--- src/rtl/wb_pkg.sv ---
// Shared definitions for the Wishbone single-transfer master: state encoding
// and default bus widths.
package wb_pkg;

  localparam int WB_ADDR_W = 32;
  localparam int WB_DATA_W = 32;

  typedef enum logic [1:0] {
    WB_IDLE = 2'd0,
    WB_BUS  = 2'd1,
    WB_RESP = 2'd2
  } wb_state_e;

endpackage

--- src/rtl/wb_master_ctrl_if.sv ---
// Request/response channels and Wishbone B4 classic signals of wb_master_ctrl,
// with the controller (master) and environment (slave) views.
interface wb_master_ctrl_if import wb_pkg::*; #(
  parameter int ADDR_W = WB_ADDR_W,
  parameter int DATA_W = WB_DATA_W
) ();

  localparam int SEL_W = DATA_W / 8;

  logic              req_valid_i;
  logic              req_ready_o;
  logic              req_we_i;
  logic [ADDR_W-1:0] req_addr_i;
  logic [DATA_W-1:0] req_wdata_i;
  logic [SEL_W-1:0]  req_sel_i;
  logic              rsp_valid_o;
  logic              rsp_ready_i;
  logic [DATA_W-1:0] rsp_rdata_o;
  logic              rsp_err_o;
  logic [ADDR_W-1:0] adr_o;
  logic [DATA_W-1:0] dat_o;
  logic [DATA_W-1:0] dat_i;
  logic              we_o;
  logic [SEL_W-1:0]  sel_o;
  logic              cyc_o;
  logic              stb_o;
  logic              ack_i;
  logic              err_i;

  modport master (
    input  req_valid_i, req_we_i, req_addr_i, req_wdata_i, req_sel_i,
    input  rsp_ready_i, dat_i, ack_i, err_i,
    output req_ready_o, rsp_valid_o, rsp_rdata_o, rsp_err_o,
    output adr_o, dat_o, we_o, sel_o, cyc_o, stb_o
  );

  modport slave (
    output req_valid_i, req_we_i, req_addr_i, req_wdata_i, req_sel_i,
    output rsp_ready_i, dat_i, ack_i, err_i,
    input  req_ready_o, rsp_valid_o, rsp_rdata_o, rsp_err_o,
    input  adr_o, dat_o, we_o, sel_o, cyc_o, stb_o
  );

endinterface

--- src/rtl/wb_timeout_cnt.sv ---
// Bus-cycle watchdog: counts BUS cycles without ack/err and flags the edge on
// which TIMEOUT_CYCLES is reached.
module wb_timeout_cnt #(
  parameter int TIMEOUT_CYCLES = 255
) (
  input  logic clk_i,
  input  logic rst_i,
  input  logic busy_i,
  input  logic done_i,
  output logic expired_o
);

  localparam int CNT_W = (TIMEOUT_CYCLES > 1) ? $clog2(TIMEOUT_CYCLES + 1) : 1;
  localparam logic [CNT_W-1:0] LAST_CNT = CNT_W'(TIMEOUT_CYCLES - 1);

  logic [CNT_W-1:0] cnt_r;

  // Count idle bus cycles; anything other than a waiting BUS cycle restarts at zero
  always_ff @(posedge clk_i) begin
    if (rst_i) begin
      cnt_r <= '0;
    end else if (busy_i && !done_i) begin
      cnt_r <= cnt_r + CNT_W'(1);
    end else begin
      cnt_r <= '0;
    end
  end

  // The count reaches the limit on the edge that ends the last waiting cycle
  always_comb begin
    expired_o = busy_i && !done_i && (cnt_r == LAST_CNT);
  end

endmodule

--- src/rtl/wb_master_ctrl.sv ---
// Wishbone B4 classic single-transfer master with valid/ready request and
// response channels. Optional bus watchdog enabled by WB_MASTER_TIMEOUT_EN.
module wb_master_ctrl import wb_pkg::*; #(
  parameter int ADDR_W         = WB_ADDR_W,
  parameter int DATA_W         = WB_DATA_W,
  parameter int TIMEOUT_CYCLES = 255
) (
  input  logic              clk_i,
  input  logic              rst_i,
  wb_master_ctrl_if.master  bus
);

  localparam int SEL_W = DATA_W / 8;

  wb_state_e         state_r;
  logic              ready_r;
  logic [ADDR_W-1:0] adr_r;
  logic [DATA_W-1:0] dat_r;
  logic [SEL_W-1:0]  sel_r;
  logic              we_r;
  logic              cyc_r;
  logic              stb_r;
  logic              rsp_valid_r;
  logic [DATA_W-1:0] rsp_rdata_r;
  logic              rsp_err_r;
  logic              done_s;
  logic              timeout_s;

  assign done_s = bus.ack_i | bus.err_i;

`ifdef WB_MASTER_TIMEOUT_EN
  wb_timeout_cnt #(
    .TIMEOUT_CYCLES (TIMEOUT_CYCLES)
  ) u_timeout (
    .clk_i     (clk_i),
    .rst_i     (rst_i),
    .busy_i    (state_r == WB_BUS),
    .done_i    (done_s),
    .expired_o (timeout_s)
  );
`else
  logic timeout_unused_s;
  assign timeout_unused_s = ^32'(TIMEOUT_CYCLES);
  assign timeout_s        = 1'b0;
`endif

  // Transfer FSM with registered bus and response outputs
  always_ff @(posedge clk_i) begin
    if (rst_i) begin
      state_r     <= WB_IDLE;
      ready_r     <= 1'b1;
      adr_r       <= '0;
      dat_r       <= '0;
      sel_r       <= '0;
      we_r        <= 1'b0;
      cyc_r       <= 1'b0;
      stb_r       <= 1'b0;
      rsp_valid_r <= 1'b0;
      rsp_rdata_r <= '0;
      rsp_err_r   <= 1'b0;
    end else begin
      case (state_r)
        WB_IDLE: begin
          if (bus.req_valid_i) begin
            adr_r   <= bus.req_addr_i;
            dat_r   <= bus.req_wdata_i;
            sel_r   <= bus.req_sel_i;
            we_r    <= bus.req_we_i;
            cyc_r   <= 1'b1;
            stb_r   <= 1'b1;
            ready_r <= 1'b0;
            state_r <= WB_BUS;
          end
        end
        WB_BUS: begin
          // A slave reply on the expiry edge beats the watchdog
          if (done_s) begin
            cyc_r       <= 1'b0;
            stb_r       <= 1'b0;
            we_r        <= 1'b0;
            rsp_valid_r <= 1'b1;
            rsp_err_r   <= bus.err_i;
            rsp_rdata_r <= (!we_r && !bus.err_i) ? bus.dat_i : '0;
            state_r     <= WB_RESP;
          end else if (timeout_s) begin
            cyc_r       <= 1'b0;
            stb_r       <= 1'b0;
            we_r        <= 1'b0;
            rsp_valid_r <= 1'b1;
            rsp_err_r   <= 1'b1;
            rsp_rdata_r <= '0;
            state_r     <= WB_RESP;
          end
        end
        WB_RESP: begin
          if (bus.rsp_ready_i) begin
            rsp_valid_r <= 1'b0;
            ready_r     <= 1'b1;
            state_r     <= WB_IDLE;
          end
        end
        default: begin
          cyc_r       <= 1'b0;
          stb_r       <= 1'b0;
          we_r        <= 1'b0;
          rsp_valid_r <= 1'b0;
          ready_r     <= 1'b1;
          state_r     <= WB_IDLE;
        end
      endcase
    end
  end

  assign bus.req_ready_o = ready_r;
  assign bus.adr_o       = adr_r;
  assign bus.dat_o       = dat_r;
  assign bus.sel_o       = sel_r;
  assign bus.we_o        = we_r;
  assign bus.cyc_o       = cyc_r;
  assign bus.stb_o       = stb_r;
  assign bus.rsp_valid_o = rsp_valid_r;
  assign bus.rsp_rdata_o = rsp_rdata_r;
  assign bus.rsp_err_o   = rsp_err_r;

endmodule
--- src/flat_wrapper.sv ---
// flat-port wrapper written by rule: the top's interface ports become plain ports
module wb_master_ctrl_flat import wb_pkg::*;
#(
  parameter int ADDR_W         = WB_ADDR_W,
  parameter int DATA_W         = WB_DATA_W,
  parameter int TIMEOUT_CYCLES = 255
)
  (clk_i, rst_i, bus_req_valid_i, bus_req_we_i, bus_req_addr_i, bus_req_wdata_i, bus_req_sel_i, bus_rsp_ready_i, bus_dat_i, bus_ack_i, bus_err_i, bus_req_ready_o, bus_rsp_valid_o, bus_rsp_rdata_o, bus_rsp_err_o, bus_adr_o, bus_dat_o, bus_we_o, bus_sel_o, bus_cyc_o, bus_stb_o);
  wb_master_ctrl_if #(.ADDR_W(ADDR_W), .DATA_W(DATA_W)) bus_i ();
  input  logic clk_i;
  input  logic rst_i;
  input wire logic [$bits(bus_i.req_valid_i)-1:0] bus_req_valid_i;
  input wire logic [$bits(bus_i.req_we_i)-1:0] bus_req_we_i;
  input wire logic [$bits(bus_i.req_addr_i)-1:0] bus_req_addr_i;
  input wire logic [$bits(bus_i.req_wdata_i)-1:0] bus_req_wdata_i;
  input wire logic [$bits(bus_i.req_sel_i)-1:0] bus_req_sel_i;
  input wire logic [$bits(bus_i.rsp_ready_i)-1:0] bus_rsp_ready_i;
  input wire logic [$bits(bus_i.dat_i)-1:0] bus_dat_i;
  input wire logic [$bits(bus_i.ack_i)-1:0] bus_ack_i;
  input wire logic [$bits(bus_i.err_i)-1:0] bus_err_i;
  output wire logic [$bits(bus_i.req_ready_o)-1:0] bus_req_ready_o;
  output wire logic [$bits(bus_i.rsp_valid_o)-1:0] bus_rsp_valid_o;
  output wire logic [$bits(bus_i.rsp_rdata_o)-1:0] bus_rsp_rdata_o;
  output wire logic [$bits(bus_i.rsp_err_o)-1:0] bus_rsp_err_o;
  output wire logic [$bits(bus_i.adr_o)-1:0] bus_adr_o;
  output wire logic [$bits(bus_i.dat_o)-1:0] bus_dat_o;
  output wire logic [$bits(bus_i.we_o)-1:0] bus_we_o;
  output wire logic [$bits(bus_i.sel_o)-1:0] bus_sel_o;
  output wire logic [$bits(bus_i.cyc_o)-1:0] bus_cyc_o;
  output wire logic [$bits(bus_i.stb_o)-1:0] bus_stb_o;
  assign bus_i.req_valid_i = bus_req_valid_i;
  assign bus_i.req_we_i = bus_req_we_i;
  assign bus_i.req_addr_i = bus_req_addr_i;
  assign bus_i.req_wdata_i = bus_req_wdata_i;
  assign bus_i.req_sel_i = bus_req_sel_i;
  assign bus_i.rsp_ready_i = bus_rsp_ready_i;
  assign bus_i.dat_i = bus_dat_i;
  assign bus_i.ack_i = bus_ack_i;
  assign bus_i.err_i = bus_err_i;
  assign bus_req_ready_o = bus_i.req_ready_o;
  assign bus_rsp_valid_o = bus_i.rsp_valid_o;
  assign bus_rsp_rdata_o = bus_i.rsp_rdata_o;
  assign bus_rsp_err_o = bus_i.rsp_err_o;
  assign bus_adr_o = bus_i.adr_o;
  assign bus_dat_o = bus_i.dat_o;
  assign bus_we_o = bus_i.we_o;
  assign bus_sel_o = bus_i.sel_o;
  assign bus_cyc_o = bus_i.cyc_o;
  assign bus_stb_o = bus_i.stb_o;
  wb_master_ctrl #(.ADDR_W(ADDR_W), .DATA_W(DATA_W), .TIMEOUT_CYCLES(TIMEOUT_CYCLES)) u_core (.clk_i(clk_i), .rst_i(rst_i), .bus(bus_i));
endmodule
--- config.mk ---
export PLATFORM = sky130hd
export DESIGN_NAME = wb_master_ctrl_flat
export DESIGN_NICKNAME = d
export VERILOG_FILES = /design/src/rtl/wb_pkg.sv /design/src/rtl/wb_master_ctrl_if.sv /design/src/rtl/wb_timeout_cnt.sv /design/src/rtl/wb_master_ctrl.sv /design/src/flat_wrapper.sv
export SDC_FILE = /design/constraint.sdc
export NUM_CORES = 1
export LEC_CHECK = 0
export BUFFER_PORTS_ARGS = -buffer_cell sky130_fd_sc_hd__buf_2
export CORE_MARGIN = 2
export CORE_UTILIZATION = 40
export DETAILED_ROUTE_END_ITERATION = 10
export MAX_ROUTING_LAYER = met4
export PLACE_DENSITY = 0.85
export SLEW_MARGIN = 10
export SYNTH_ARGS = -nofsm -noshare
export SYNTH_HDL_FRONTEND = slang
export SYNTH_SLANG_ARGS = --single-unit
--- constraint.sdc ---
create_clock -name clk_i -period 1.3 [get_ports clk_i]
set_input_delay 0.26 -clock clk_i [delete_from_list [all_inputs] [get_ports clk_i]]
set_output_delay 0.26 -clock clk_i [all_outputs]
set_load 0.02 [all_outputs]
==> impl_results.md, run 1 <==
- Hold Vio Cnt, Final: 0
- CP startpoint kind: register
- CP required: 1.59 ns
- Fraction of layout cells with a size suffix above 1: 44.2%
- P_leak: 2.66 nW
- Die Area: 10,800 um^2
- Setup TNS: -0.442 ns
- Row count: 36
- Post-Syn Area: 3990 um^2
- Reg2reg path depth: 6
- Fin cells: 827
- Cts hold-fix bufs: 0
- Period minus WS final: 1.34 ns
- Sequential share of the synthesized area: 53.7%
- Combinational Power Share: 20.0%
- Clock sink total: 107
- CP startpoint: u_core.state_r[0]$_SDFFE_PP0P_
- Slew margin rel.: 77.3%
- Most common cell after layout, fill and taps aside: buf_2
- H-Tree Depth: 3
- Synthesized Nets: 587
- Unique masters post-synth: 24
- Ports: 213
- Core area: 9730 um^2
- Final WL: 12,500 um
- Via count: 4,192
- Largest fanout on the critical path: 7
- Clock network power share: 31.4%
- Fraction of power spent switching nets: 29.4%
- Clock Tree Root: clkbuf_8
- Max Root-Sink Buffers: 2
- CTS clock-pin slew for the worst setup and hold paths: 0.11 ns
- Min-Delay Path Class: input pin to register
- Detailed placement HPWL: 7460 um
- PD cells: 1260 nW/um^2
- Setup WS post-layout: -0.0355 ns
- # setup viols final: 30
- Vias in the first global route: 3,640
- Fmax: 749 MHz
- Termination of the worst setup path: u_core.bus.adr_o[8]$_SDFFE_PP0P_
- Die height: 104 um
- Setup Slack @ Placement: -0.0664 ns
- CTS tree: done
- Routed Antenna Nets: 0
- Port Buffers: 212
- Unrepaired setup endpoints after global routing: true
- Drt pass-1 iters: 4
- Placed Instances: 797
- First-pass GRT wire length: 17,100 um
- Nets: 795
- Slowest CP cell: dfxtp_2
- Commonest cells after routing, fill and taps aside: 211 x buf_2, 122 x nand2_1, 105 x dfxtp_1
- CP peak stage delay: 0.34 ns
- RD Place Congestion: 0.807
- Gr usage total: 19.8%
- Clk_skew: 0.0103 ns
- Number of vias per cell: 5.07
- Yosys reg bits: 107
- Internal power: 5.16 mW
- Worst R2R Setup Slack: -0.04 ns
- Crit share post-route: 103%
- Crit path DAT: 1.63 ns
- Crit path capture type: register
- WL per Instance: 15.1 um
- Critical path cell sequence: buf_6, nor3b_4, buf_6, clkbuf_16, nand2_1, a21oi_2
- Synth Instances: 480
- Crit-path most repeated cell: buf_6
- Initial Utilization: 41.0%
- VDD IR max: 629 uV
- Clk Latency, worst-skew pair: 0.35 ns
- Initial antenna violation count: 1
- Max Cap Violations: 0
- Largest net degree at the start of global routing: 71
- Die width: 104 um
- Reg-to-reg startpoint: u_core.state_r[0]$_SDFFE_PP0P_
- Residual DRC count: 0
- Switch Pwr: 2.14 mW
- Sequential power share: 48.5%
- Worst slew pin tran: 0.341 ns
- R2R Path End: u_core.bus.adr_o[8]$_SDFFE_PP0P_
- Area grow syn2layout: 45.3%
- Status: complete, but fails checks
- Max-slew violations: 0
- Setup CP Type: register to register
- Final Total Pwr: 7.30 mW
- Post-Syn Area per Cell: 8.32 um^2
- Failing checks: setup timing
- TritonCTS Buffers: 9
- GRT overflow: 0
- YS warnings: 0
- Initial detailed-routing violation count: 166
-- registers in the layout (all words and copies together) (netlist names) --
| register | count |
|---|---|
| u_core.bus.adr_o | 32 |
| u_core.bus.dat_o | 32 |
| u_core.bus.rsp_rdata_o | 32 |
| u_core.bus.sel_o | 4 |
| u_core.state_r | 2 |
| u_core.bus.cyc_o | 1 |
| u_core.bus.req_ready_o | 1 |
| u_core.bus.rsp_err_o | 1 |
| u_core.bus.rsp_valid_o | 1 |
| u_core.bus.we_o | 1 |
-- worst max-delay path: cells and delay by family, from the launching register on --
kind	cells	cell delay (ns)
AND/OR/NAND/NOR	2	0.34
buffers and inverters	3	0.47
flip-flops	1	0.34
AO/OA/AOI/OAI	1	0.11
-- how the worst min path moves through the flow --
stage	depth (start not counted)	from	endpoint	slack, ns
2_1_floorplan	2	bus_req_we_i	u_core.bus.we_o$_SDFFE_PP0P_	0.39
3_3_place_gp	2	u_core.bus.dat_o[10]$_SDFFE_PP0P_	u_core.bus.dat_o[10]$_SDFFE_PP0P_	0.44
3_5_place_dp	2	u_core.bus.adr_o[9]$_SDFFE_PP0P_	u_core.bus.adr_o[9]$_SDFFE_PP0P_	0.44
4_1_cts	3	bus_req_wdata_i[8]	u_core.bus.dat_o[8]$_SDFFE_PP0P_	0.11
5_1_grt	3	bus_req_wdata_i[10]	u_core.bus.dat_o[10]$_SDFFE_PP0P_	0.10
6_report	3	bus_req_wdata_i[8]	u_core.bus.dat_o[8]$_SDFFE_PP0P_	0.12
-- layer usage --
metal	vias to the layer above	global-route usage, %	part of all wire, %
li1	2043	-	-
met1	1967	23.9	43
met2	171	32.8	48
met3	11	5.33	7.9
met4	0	5.21	1.1
met5	-	-	0
-- stage by stage --
| step | util, % | area, um^2 | hold WS (ns) |
|---|---|---|---|
| final | 59.6 | 5800 | 0.124 |
| after global routing | 59.6 | 5800 | 0.100 |
| after CTS | 55.1 | 5360 | 0.105 |
| after detailed placement | 52.7 | 5130 | 0.443 |
| after global placement | 52.7 | 5130 | 0.437 |
| after floorplan | - | 4000 | 0.394 |
-- area by class of cell --
cell class / count / area (um^2)
fillers: 922 / 3930
multi-input cells: 326 / 1740
flip-flops and latches: 107 / 2140
well taps: 133 / 166
clock inverters: 6 / 95.1
diodes: 1 / 2.50
clock buffers: 10 / 128
inverters: 1 / 3.75
repair buffers: 243 / 1530
-- power by group through the flow --
| stage | Clock, mW | Combinational [mW] | Sequential (mW) |
|---|---|---|---|
| global route | 2.50 | 1.57 | 3.57 |
| detailed placement | 0 | 1.20 | 3.62 |
| floorplan | 0 | 0.536 | 3.84 |
| global placement | 0 | 1.18 | 3.61 |
| CTS | 2.33 | 1.20 | 3.54 |
| finish | 2.30 | 1.46 | 3.55 |
-- what timing repair did --
action,in CTS,in global routing
endpoints found under the setup margin,70,98
endpoints found under the hold margin,0,0
buffers inserted,0,4
cloned,0,9
gates resized for setup,3,62
pin swaps,0,24
-- cells by family after synthesis --
logic type,count (synthesis),synth area share (%)
AOI/OAI and AO/OA,142,18.2
buffers and inverters,47,7.77
DFF,107,53.7
muxes,2,0.501
and+or+nand+nor,182,19.9
-- cells in the mapped netlist --
library cell	count	share of area, %
nand4_1	32	5.0
buf_6	16	4.5
o21a_1	2	0.38
mux2i_1	2	0.50
nand3_1	1	0.13
a32oi_1	1	0.22
nand3b_1	1	0.19
nor3b_4	1	0.47
clkbuf_1	21	2.0
a21oi_1	102	13
buf_4	1	0.19
nor3_1	1	0.13
inv_2	1	0.094
dfxtp_1	107	54
o21ai_0	31	3.9
nor2_1	6	0.56
nand2b_1	1	0.16
buf_2	8	1.0
nand2_1	137	13
nand2_2	1	0.16
a21oi_2	1	0.22
o31ai_1	1	0.19
o21ai_1	4	0.50
or3b_1	1	0.22
(Power assumes the default switching activity.)
==> inputs of run 2 (changes only) <==
--- a/config.mk
+++ b/config.mk
@@ -10,8 +10,7 @@
 export CORE_UTILIZATION = 40
 export DETAILED_ROUTE_END_ITERATION = 10
 export MAX_ROUTING_LAYER = met4
-export PLACE_DENSITY = 0.85
-export SLEW_MARGIN = 10
+export PLACE_DENSITY_LB_ADDON = 0.1
 export SYNTH_ARGS = -nofsm -noshare
 export SYNTH_HDL_FRONTEND = slang
 export SYNTH_SLANG_ARGS = --single-unit
==> impl_results.md, run 2 (synthesis results as in run 1) <==
- Vias in the first global route: 3,836
- RD Place Congestion: 0.789
- Fraction of layout cells with a size suffix above 1: 40.7%
- Routed Antenna Nets: 0
- Setup Slack @ Placement: -0.0585 ns
- Final instance area: 5540 um^2
- Status: complete, no violations
- Number of vias per cell: 5.00
- Die width: 104 um
- Min-Delay Path Class: input pin to register
- WHS Endpoint: u_core.bus.sel_o[2]$_SDFFE_PP0P_
- Hold Vio Cnt, Final: 0
- Met1 wire length: 5150 um
- Final WL: 11,800 um
- Period minus WS final: 1.27 ns
- N_diodes: 0
- Met3 routed wirelength: 752 um
- # setup viols final: 0
- Via count: 4,093
- Clk_skew: 0.00835 ns
- Core area: 9730 um^2
- Commonest cells after routing, fill and taps aside: 211 x buf_2, 137 x nand2_1, 105 x dfxtp_1
- Setup WS post-layout: 0.0257 ns
- Clock Tree Root: clkbuf_8
- Worst Hold Depth: 3
- Area grow syn2layout: 38.7%
- Worst R2R Setup Slack: 0.03 ns
- Unrepaired setup endpoints after global routing: true
- P_leak: 2.52 nW
- WL per Instance: 14.4 um
- Placed inst area: 5140 um^2
- PD cells: 1290 nW/um^2
- Worst slew pin tran: 0.350 ns
- CTS tree: done
- Largest fanout on the critical path: 24
- Most common cell after layout, fill and taps aside: buf_2
- Crit share post-route: 98.0%
- Reg2reg path depth: 6
- Nets: 787
- CP startpoint kind: register
- Initial detailed-routing violation count: 202
- CTS clock-pin slew for the worst setup and hold paths: 0.10 ns
- Top routing layer in use: met4
- VDD IR max: 524 uV
- R2R Path End: u_core.bus.sel_o[3]$_SDFFE_PP0P_
- Slew margin rel.: 76.7%
- TritonCTS Buffers: 9
- Crit path capture type: register
- GRT overflow: 0
- Detailed placement HPWL: 7880 um
- First-pass GRT wire length: 18,200 um
- Gr usage total: 21.1%
- Die height: 104 um
- CP required: 1.60 ns
- Clock sink total: 107
- Drt pass-1 iters: 5
- DR WL met2: 5690 um
- Initial antenna violation count: 0
- Max-slew violations: 0
- Max Cap Violations: 0
- Initial Utilization: 41.0%
- Fmax: 785 MHz
- Cts hold-fix bufs: 0
- Setup CP Type: register to register
- H-Tree Depth: 3
- Ports: 213
- Crit path DAT: 1.57 ns
- Residual DRC count: 0
- Die Area: 10,800 um^2
- Max Root-Sink Buffers: 2
- Row count: 36
- Clk Latency, worst-skew pair: 0.37 ns
- Largest net degree at the start of global routing: 49
- Reg-to-reg startpoint: u_core.state_r[0]$_SDFFE_PP0P_
- Port Buffers: 212
- Min-delay src: bus_req_sel_i[2]
==> run 2: cell count changes in the layout (fill, tap and decap cells not counted), sizes merged <==
cell | previous run | this run
buf | 238 | 234
clkbuf | 15 | 13
clkinv | 2 | 1
clkinvlp | 0 | 1
diode | 1 | 0
inv | 3 | 1
==> run 2: cell type report <==
type / instances / area, um^2
inverters: 1 / 3.75
fillers: 967 / 4190
multi-input cells: 326 / 1630
well taps: 133 / 166
flip-flops and latches: 107 / 2140
repair buffers: 235 / 1370
clock buffers: 12 / 155
clock inverters: 4 / 72.6
==> run 2: timing repair <==
action                     CTS  global route
hold endpoints to repair     0             0
buffers inserted             0             1
pin swaps                    0             1
gates cloned                 0             2
setup endpoints to repair   69            93
gates resized for setup      6            28
==> run 2: routing by layer <==
metal | GRT usage [%] | up-vias
met2 | 34.4 | 148
met3 | 5.08 | 17
met1 | 26.0 | 1903
met4 | 6.95 | 0
met5 | - | -
li1 | - | 2025
==> run 2: through the flow <==
| stage | std cells | hold WS [ns] | utilization [%] | power (mW) | TNS [ns] |
|---|---|---|---|---|---|
| after floorplan | 480 | 0.394 | - | 4.37 | -0.00313 |
| after global placement | 799 | 0.438 | 52.9 | 4.81 | -1.39 |
| after detailed placement | 799 | 0.445 | 52.9 | 4.83 | -2.30 |
| after CTS | 815 | 0.105 | 55.4 | 7.11 | -0.152 |
| after global routing | 818 | 0.107 | 56.9 | 7.46 | -0.583 |
| final | 818 | 0.115 | 56.9 | 7.14 | 0 |
==> run 2: critical path: stages, from the launching register on <==
cell and delay (ns):
dfxtp_2 0.34, buf_6 0.14, nor3b_4 0.19, buf_6 0.16, buf_12 0.17, nand2_1 0.07
a21oi_1 0.14
==> run 2: worst max path at each step <==
stage	cells past startpoint	slack, ns	to	start
floorplan	6	-0.003	u_core.bus.we_o$_SDFFE_PP0P_	u_core.state_r[0]$_SDFFE_PP0P_
global placement	5	-0.04	u_core.bus.req_ready_o$_SDFFE_PP1P_	bus_req_valid_i
detailed placement	5	-0.06	u_core.bus.adr_o[17]$_SDFFE_PP0P_	bus_req_valid_i
CTS	5	-0.03	u_core.bus.sel_o[3]$_SDFFE_PP0P_	u_core.state_r[1]$_SDFFE_PP0P_
global route	6	-0.04	u_core.bus.adr_o[21]$_SDFFE_PP0P_	u_core.state_r[0]$_SDFFE_PP0P_
finish	6	0.03	u_core.bus.sel_o[3]$_SDFFE_PP0P_	u_core.state_r[0]$_SDFFE_PP0P_
==> run 2: power by group <==
part	switching (mW)	internal, mW	total [mW]
Combinational	0.791	0.505	1.30
Sequential	0.0870	3.46	3.55
Clock	1.11	1.19	2.30
Total	1.99	5.15	7.14
==> inputs of run 3 (changes only) <==
--- a/config.mk
+++ b/config.mk
@@ -5,10 +5,10 @@
 export SDC_FILE = /design/constraint.sdc
 export NUM_CORES = 1
 export LEC_CHECK = 0
-export BUFFER_PORTS_ARGS = -buffer_cell sky130_fd_sc_hd__buf_2
 export CORE_MARGIN = 2
-export CORE_UTILIZATION = 40
+export CORE_UTILIZATION = 55
 export DETAILED_ROUTE_END_ITERATION = 10
+export DONT_BUFFER_PORTS = 1
 export MAX_ROUTING_LAYER = met4
 export PLACE_DENSITY_LB_ADDON = 0.1
 export SYNTH_ARGS = -nofsm -noshare
==> impl_results.md, run 3 (synthesis results as in run 1) <==
- Worst slew pin tran: 0.450 ns
- Gr usage total: 23.0%
- Via count: 3,353
- RD Place Congestion: 0.734
- Reg-to-reg startpoint: u_core.state_r[0]$_SDFFE_PP0P_
- Min-delay src: rst_i
- CP required: 1.58 ns
- H-Tree Depth: 3
- Max Root-Sink Buffers: 2
- Routed Antenna Nets: 0
- Most common cell after layout, fill and taps aside: nand2_1
- Min-Delay Path Class: input pin to register
- Crit path DAT: 1.57 ns
- Row count: 31
- N_diodes: 0
- CP startpoint: u_core.state_r[0]$_SDFFE_PP0P_
- Unrepaired setup endpoints after global routing: true
- P_leak: 1.61 nW
- Crit path capture type: register
- Commonest cells after routing, fill and taps aside: 129 x nand2_1, 105 x dfxtp_1, 85 x a21oi_1
- Failing checks: hold timing
- Initial antenna violation count: 0
- Fraction of layout cells with a size suffix above 1: 15.9%
- Final Hold Slack: -0.0432 ns
- CP startpoint kind: register
- GRT overflow: 0
- Initial Utilization: 55.9%
- Core area: 7140 um^2
- Period minus WS final: 1.29 ns
- Clock sink total: 107
- Die width: 89.2 um
- Die Area: 7960 um^2
- Vias in the first global route: 2,918
- Register area: 2140 um^2
- Worst R2R Setup Slack: 0.01 ns
- WL per Instance: 18.2 um
- # setup viols final: 0
- Setup CP Type: register to register
- Max Cap Violations: 0
- CTS clock-pin slew for the worst setup and hold paths: 0.10 ns
- Ports: 213
- Max-slew violations: 0
- Die height: 89.2 um
- Multi-input gate area: 1630 um^2
- R2R Path End: u_core.bus.dat_o[14]$_SDFFE_PP0P_
- Nets: 580
- WHS Endpoint: u_core.bus.dat_o[13]$_SDFFE_PP0P_
- Placed inst area: 3990 um^2
- Reg2reg path depth: 6
- # fillers: 630
- Clock Tree Root: clkbuf_8
- Port Buffers: 0
- Fmax: 777 MHz
- VDD IR max: 821 uV
- Residual DRC count: 0
- Final instance area: 4550 um^2
- Clk_skew: 0.00632 ns
- Area grow syn2layout: 14.1%
- First-pass GRT wire length: 13,900 um
- Slew margin rel.: 70.0%
- Final Total Pwr: 6.80 mW
- PD cells: 1490 nW/um^2
- Status: complete, but fails checks
- TritonCTS Buffers: 9
- CTS tree: done
- Worst Hold Depth: 1
- Number of vias per cell: 5.82
- Initial detailed-routing violation count: 119
- Setup TNS: 0 ns
- Detailed placement HPWL: 6350 um
- Hold Vio Cnt, Final: 14
- Clk Latency, worst-skew pair: 0.35 ns
- Largest net degree at the start of global routing: 108
- Crit share post-route: 99.0%
- Drt pass-1 iters: 4
- Final WL: 10,500 um
- Largest fanout on the critical path: 8
-- run 3: changes by cell type in the layout (fill, tap and decap cells not counted), moves of 2 or more --
cell       before  now
buf_2         211    0
nand2_1       137  129
nand2_2         1    8
clkbuf_16       1    6
a21oi_1        82   85
a21oi_2        21   18
buf_12          7    5
-- run 3: worst max path at each step --
stage               slack (ns)                           endpoint
finish                    0.01  u_core.bus.dat_o[14]$_SDFFE_PP0P_
global route             -0.04   u_core.bus.dat_o[9]$_SDFFE_PP0P_
CTS                    -0.0003   u_core.bus.adr_o[9]$_SDFFE_PP0P_
detailed placement       -0.03   u_core.bus.dat_o[7]$_SDFFE_PP0P_
global placement        -0.004       u_core.bus.we_o$_SDFFE_PP0P_
floorplan               -0.003       u_core.bus.we_o$_SDFFE_PP0P_
-- run 3: metal layers --
layer,vias to the layer above,global-route usage (%),share of wire [%],wire length (um)
li1,1620,-,-,-
met3,6,7.94,11,1140
met5,-,-,0,0
met1,1561,26.6,39,4050
met4,0,8.41,0.68,71
met2,166,37.0,50,5190
-- run 3: worst max-delay path: stages (launching register included) --
cell and delay (ns):
dfxtp_2 0.33, buf_6 0.12, nor3b_4 0.22, buf_6 0.18
clkbuf_16 0.17, nand2_1 0.06, a21oi_1 0.13
-- run 3: final cells by class --
class | count | area share (%)
well taps | 99 | 2.72
multi-input cells | 326 | 35.9
repair buffers | 28 | 9.23
clock inverters | 4 | 1.62
clock buffers | 11 | 3.32
inverters | 1 | 0.137
flip-flops and latches | 107 | 47.1
-- run 3: through the flow --
step,std cells,hold WS (ns),util (%),setup slack (ns)
floorplan,480,0.394,-,-0.00313
global placement,548,0.340,55.9,-0.00418
detailed placement,548,0.346,55.9,-0.0289
CTS,564,-0.0468,59.5,-0.000286
global route,576,-0.0717,63.8,-0.0421
finish,576,-0.0432,63.8,0.0125
-- run 3: power by group --
group          switching [mW]  total [mW]  internal [mW]
Clock                    1.07        2.26           1.18
Sequential              0.343        3.80           3.46
Combinational           0.408       0.745          0.337
Total                    1.83        6.80           4.98
-- run 3: timing repair --
item	in CTS	in global routing
setup endpoints to repair	70	100
resized for setup	4	33
cloned	1	7
pin swaps	0	12
buffers inserted	0	5
endpoints found under the hold margin	106	106
